$ cat config.mk
export PLATFORM = sky130hd
export DESIGN_NAME = aes_vector_sequencer
export DESIGN_NICKNAME = d
export VERILOG_FILES = /design/src/rtl/aes_vector_sequencer.sv
export SDC_FILE = /design/constraint.sdc
export NUM_CORES = 2
export LEC_CHECK = 0
export ABC_AREA = 1
export CAP_MARGIN = 20
export CELL_PAD_IN_SITES_DETAIL_PLACEMENT = 1
export CELL_PAD_IN_SITES_GLOBAL_PLACEMENT = 2
export CORE_MARGIN = 5
export CORE_UTILIZATION = 40
export DETAILED_ROUTE_END_ITERATION = 8
export MAX_ROUTING_LAYER = met4
export PLACE_DENSITY_LB_ADDON = 0.1
export SYNTH_ARGS = -nofsm -noshare
export SYNTH_HDL_FRONTEND = slang
export SYNTH_SLANG_ARGS = --single-unit
$ cat constraint.sdc
create_clock -name AES_clk -period 74.3 [get_ports AES_clk]
set_clock_uncertainty 0.2 [all_clocks]
set_input_delay 14.86 -clock AES_clk [delete_from_list [all_inputs] [get_ports AES_clk]]
set_output_delay 14.86 -clock AES_clk [all_outputs]
set_load 0.02 [all_outputs]
$ cat src/rtl/aes_vector_sequencer.sv
`default_nettype none
// ============================================================================
// Module : aes_vector_sequencer
// Drives AES_top from a loadable vector buffer and scores results on-chip.
// Rev    : 1.0  initial release
// ============================================================================
module aes_vector_sequencer #(
   parameter int  DATA_W  = 128,
   parameter int  DEPTH   = 8,
   parameter int  TIMEOUT = 64,
   parameter int  GAP     = 2,
   localparam int CNT_W   = $clog2(DEPTH + 1),
   localparam int IDX_W   = (DEPTH > 1) ? $clog2(DEPTH) : 1
) (
   input  logic              AES_clk,
   input  logic              AES_rst,
   input  logic              load_valid,
   output logic              load_ready,
   input  logic [DATA_W-1:0] load_pt,
   input  logic [DATA_W-1:0] load_key,
   input  logic [DATA_W-1:0] load_exp,
   input  logic              clear,
   input  logic              start,
   output logic              busy,
   output logic              done,
   output logic              AES_en,
   output logic [DATA_W-1:0] AES_data_in,
   output logic [DATA_W-1:0] AES_key_in,
   input  logic [DATA_W-1:0] AES_data_out,
   input  logic              AES_data_out_valid,
   output logic [CNT_W-1:0]  pass_count,
   output logic [CNT_W-1:0]  fail_count,
   output logic [IDX_W-1:0]  first_fail_idx,
   output logic              timeout_flag,
   output logic              spurious_flag
);

   localparam int WAIT_W = $clog2(TIMEOUT);
   localparam int GAP_W  = (GAP > 1) ? $clog2(GAP) : 1;
   localparam logic [WAIT_W-1:0] c_wait_last = WAIT_W'(TIMEOUT - 1);
   localparam logic [GAP_W-1:0]  c_gap_last  = GAP_W'(GAP - 1);

   typedef enum logic [1:0] {
      S_IDLE = 2'd0,
      S_RUN  = 2'd1,
      S_GAP  = 2'd2,
      S_DONE = 2'd3
   } state_t;

   state_t            r_state;
   state_t            w_next;
   logic [DATA_W-1:0] r_pt  [DEPTH];
   logic [DATA_W-1:0] r_key [DEPTH];
   logic [DATA_W-1:0] r_exp [DEPTH];
   logic [CNT_W-1:0]  r_count;
   logic [IDX_W-1:0]  r_idx;
   logic [WAIT_W-1:0] r_wait;
   logic [GAP_W-1:0]  r_gap;

   logic              w_start;
   logic              w_load;
   logic              w_timeout;
   logic              w_gap_end;
   logic              w_last;
   logic              w_score;
   logic              w_fail;
   logic              w_enter_run;
   logic [IDX_W-1:0]  w_run_idx;

   assign load_ready  = (r_state == S_IDLE) && (r_count < CNT_W'(DEPTH));
   assign w_start     = (r_state == S_IDLE) && start;
   assign w_load      = load_valid && load_ready && !start && !clear;
   assign w_timeout   = (r_state == S_RUN) && !AES_data_out_valid && (r_wait == c_wait_last);
   assign w_gap_end   = (r_state == S_GAP) && (r_gap == c_gap_last);
   assign w_last      = (CNT_W'(r_idx) == (r_count - CNT_W'(1)));
   // A valid on the timeout cycle is scored as a normal compare.
   assign w_score     = (r_state == S_RUN) && (AES_data_out_valid || w_timeout);
   assign w_fail      = w_score && !(AES_data_out_valid && (AES_data_out == r_exp[r_idx]));
   assign w_enter_run = (w_next == S_RUN) && (r_state != S_RUN);
   assign w_run_idx   = (r_state == S_IDLE) ? '0 : r_idx + IDX_W'(1);

   always_ff @(posedge AES_clk or posedge AES_rst) begin
      if (AES_rst) begin
         r_state <= S_IDLE;
      end else begin
         r_state <= w_next;
      end
   end

   always_comb begin
      w_next = r_state;
      case (r_state)
         S_IDLE:  if (start) w_next = (r_count == '0) ? S_DONE : S_RUN;
         S_RUN:   if (w_score) w_next = S_GAP;
         S_GAP:   if (w_gap_end) w_next = w_last ? S_DONE : S_RUN;
         S_DONE:  w_next = S_IDLE;
         default: w_next = S_IDLE;
      endcase
   end

   // Vector storage has no reset; contents are only meaningful below r_count.
   always_ff @(posedge AES_clk) begin
      if (w_load) begin
         r_pt[r_count[IDX_W-1:0]]  <= load_pt;
         r_key[r_count[IDX_W-1:0]] <= load_key;
         r_exp[r_count[IDX_W-1:0]] <= load_exp;
      end
   end

   always_ff @(posedge AES_clk or posedge AES_rst) begin
      if (AES_rst) begin
         r_count        <= '0;
         r_idx          <= '0;
         r_wait         <= '0;
         r_gap          <= '0;
         AES_en         <= 1'b0;
         AES_data_in    <= '0;
         AES_key_in     <= '0;
         busy           <= 1'b0;
         done           <= 1'b0;
         pass_count     <= '0;
         fail_count     <= '0;
         first_fail_idx <= '0;
         timeout_flag   <= 1'b0;
         spurious_flag  <= 1'b0;
      end else begin
         AES_en <= (w_next == S_RUN);
         busy   <= (w_next == S_RUN) || (w_next == S_GAP);
         done   <= (w_next == S_DONE);
         r_gap  <= (r_state == S_GAP) ? r_gap + GAP_W'(1) : '0;

         if ((r_state == S_IDLE) && clear && !start) begin
            r_count <= '0;
         end else if (w_load) begin
            r_count <= r_count + CNT_W'(1);
         end

         if (w_start) begin
            pass_count     <= '0;
            fail_count     <= '0;
            first_fail_idx <= '0;
            timeout_flag   <= 1'b0;
            spurious_flag  <= 1'b0;
         end

         if (w_enter_run) begin
            r_idx       <= w_run_idx;
            r_wait      <= '0;
            AES_data_in <= r_pt[w_run_idx];
            AES_key_in  <= r_key[w_run_idx];
         end else if (r_state == S_RUN) begin
            r_wait <= r_wait + WAIT_W'(1);
         end

         if (w_score) begin
            if (w_fail) begin
               fail_count <= fail_count + CNT_W'(1);
               if (fail_count == '0) first_fail_idx <= r_idx;
            end else begin
               pass_count <= pass_count + CNT_W'(1);
            end
            if (w_timeout) timeout_flag <= 1'b1;
         end

         if (AES_data_out_valid && (r_state != S_RUN)) spurious_flag <= 1'b1;
      end
   end

endmodule
`default_nettype wire

==> qor.yml <==
synth_top_area_cell: "edfxtp_1"
cts_buffers: 369
relSlewSlack: 0.270
clkSlewWorstSetupHoldPaths_ns: 0.06
cp-end-kind: "flip-flop"
root_buffer: "clkbuf_16"
grt_util_met1: 0.332
routed_wirelength_mm: 448
cts_resized: 0
crit_family: "buffers and inverters"
syn2layout_area_growth_pct: 17.8
drtAntennaViolNets: 0
final_hold_viol_count: 0
synth_seq_cells: 3360
rsz0062_at_grt: "false"
power_leakage_uw: 0.0573
drtPass1Iterations: 5
gr-usage-all-layers: 0.258
first_iter_violations: 6337
grt.overflow.total: 0
drc: 0
hold_class: "flip-flop to flip-flop"
grt_max_degree: 208
p_total_uw: 6030
ioPinCount: 791
maxCapViolCount: 0
initial_core_util: 0.402
synth.area.top_cells: "edfxtp_1 69%, nand2_1 6.1%, nor2_1 5.6%"
worstPathArrival_ns: 20.89
antenna_found_initial: 144
yosys_warnings: 0
nets: 12200
vdd_ir_drop_max_mv: 0.0350
drv_slew: 0
crit_fanout: 95
io_buffer_count: 790
synth_common_cells: "3072 x edfxtp_1, 2196 x nand2_1, 2014 x nor2_1"
die_area_um2: 347000
synthDominantCellAreaShare: 0.687
die_width_um: 589
post-synth-top-count-cell: "edfxtp_1"
start_kind: "input port"
die_y_um: 589
gr-usage-met3: 0.0433
postCtsSetupRepairBufs: 0
vias: 89300
outcome: "complete, no violations"
std_cell_rows: 212
dp_hpwl_mm: 259
crit_chain: "clkdlybuf4s50_1 -> inv_1 -> nand4_1 -> nand2_1 -> o211ai_1 -> ha_1 -> inv_1 -> nor2_1 -> inv_8 -> nor2_4 -> buf_4 -> buf_4 -> nand2_1 -> nand3_1"
syn_area_um2: 134000
synthesis.nets: 11500
path_buf_inv: 6
synth_edf_count: 3072
drive_gt1_frac: 0.0581
grt_util_met2: 0.424
ys.flop_type: "edfxtp_1"
async_flop_share: 0.0857
tightest_slew_ns: 1.09
setup_viol: 0
gp_routability_congestion: 0.848
globalRoute.busiestLayer: "met2"
dp.cells: 15600
setup_tns_ns: 0
cp.required_ns: 74.94
worstSetupPathType: "input port to flip-flop"
post-route-period-util: 0.273
final_cells: 16400
cts.sinks: 3360
cpMaxStageDelayCell: "buf_4"
cts_max_path_buffers: 4
cp_slowest_stage_delay_ns: 0.93
htreeDepth: 5
synth_seq_area_share: 0.741
tritoncts: "done"
grt_pass1_wl_mm: 648
ctsHoldBuffers: 0
fp.coreArea_um2: 334000
clk_latency_ns: 0.94
final.min_clock_period_ns: 20.25
p_per_area_nw_per_um2: 38.1
postSynthAreaPerCell_um2: 12.3
grt_pass1_vias: 94100
synth_cell_type_count: 35
syn_inst: 11000
vias_per_cell: 5.44
max_freq_ghz: 0.0494
wl_per_cell_um: 27.3
-- final cells by class --
cell class | count | area, um^2
Tap cell | 4387 | 5490
Timing Repair Buffer | 928 | 9210
Multi-Input combinational cell | 6303 | 29400
Antenna cell | 92 | 230
Clock inverter | 153 | 1310
Clock buffer | 527 | 10300
Fill cell | 34200 | 176000
Sequential cell | 3360 | 99500
Inverter | 666 | 2570
-- cell usage in the layout (no fill, tap or decap), drive strengths merged, types with 79 or more instances in the layout --
| cell | instances |
|---|---|
| nor2 | 2018 |
| edfxtp | 3072 |
| clkbuf | 527 |
| dfrtp | 288 |
| clkdlybuf4s50 | 790 |
| nand3b | 79 |
| buf | 138 |
| o221ai | 102 |
| nand2 | 2197 |
| diode | 92 |
| o32a | 228 |
| inv | 673 |
| clkinv | 119 |
| nand3 | 635 |
| o21ai | 642 |
| o32ai | 278 |
-- path summary, 6_finish.rpt --
check | from | end | slack (ns) | cells past startpoint
worst min-delay path | r_gap | r_gap | 0.27 | 1
min in group asynchronous | AES_rst | AES_key_in[96] | 14.27 | 2
max in group asynchronous | AES_rst | AES_key_in[28] | 57.37 | 4
worst max register to register | r_state[1] | AES_key_in[44] | 67.63 | 15
worst min register to register | r_gap | r_gap | 0.27 | 1
worst max-delay path | AES_data_out_valid | AES_key_in[44] | 54.05 | 14
-- sequential cells by signal, indices dropped and copies added (netlist names) --
signal,flops
r_pt,1024
r_exp,1024
timeout_flag,1
r_key,1024
first_fail_idx,3
AES_data_in,128
r_gap,1
AES_en,1
AES_key_in,128
r_state,2
r_wait,6
spurious_flag,1
done,1
busy,1
r_idx,3
fail_count,4
r_count,4
pass_count,4
-- cells by family (layout without fill, tap and decap cells) --
logic type               Yosys count  in the layout  share of synthesized area
AND/OR/NAND/NOR                 4966           4966                      0.148
flip-flops                      3360           3360                      0.741
buffers and inverters           1289           2274                     0.0403
other                              0             92                          0
XOR/XNOR                           9              9                   0.000587
AO/OA/AOI/OAI                   1318           1318                     0.0693
adder cells (fa/ha/maj)           10             10                   0.000932
-- stage by stage --
stage | hold slack, ns | utilization | cell area, um^2 | setup slack [ns]
5_1_grt | 0.309 | 0.473 | 158000 | 53.68
4_1_cts | 0.269 | 0.472 | 158000 | 53.89
3_5_place_dp | 0.261 | 0.438 | 146000 | 52.88
3_3_place_gp | 0.249 | 0.438 | 146000 | 53.03
6_report | 0.272 | 0.473 | 158000 | 54.05
2_1_floorplan | 0.214 | - | 134000 | 31.43
-- power breakdown --
| group | switching [uW] | internal (uW) |
|---|---|---|
| combinational | 1360 | 613 |
| sequential | 104 | 2170 |
| clock | 752 | 1020 |
-- metal layers --
layer,wire length [um],vias to the layer above,share of wire
met1,195000,46400,0.44
met2,216000,2180,0.48
li1,-,40000,-
met3,23400,679,0.052
met5,0,-,0
met4,13200,0,0.029
Note: power is estimated with default switching activity, not from simulation.
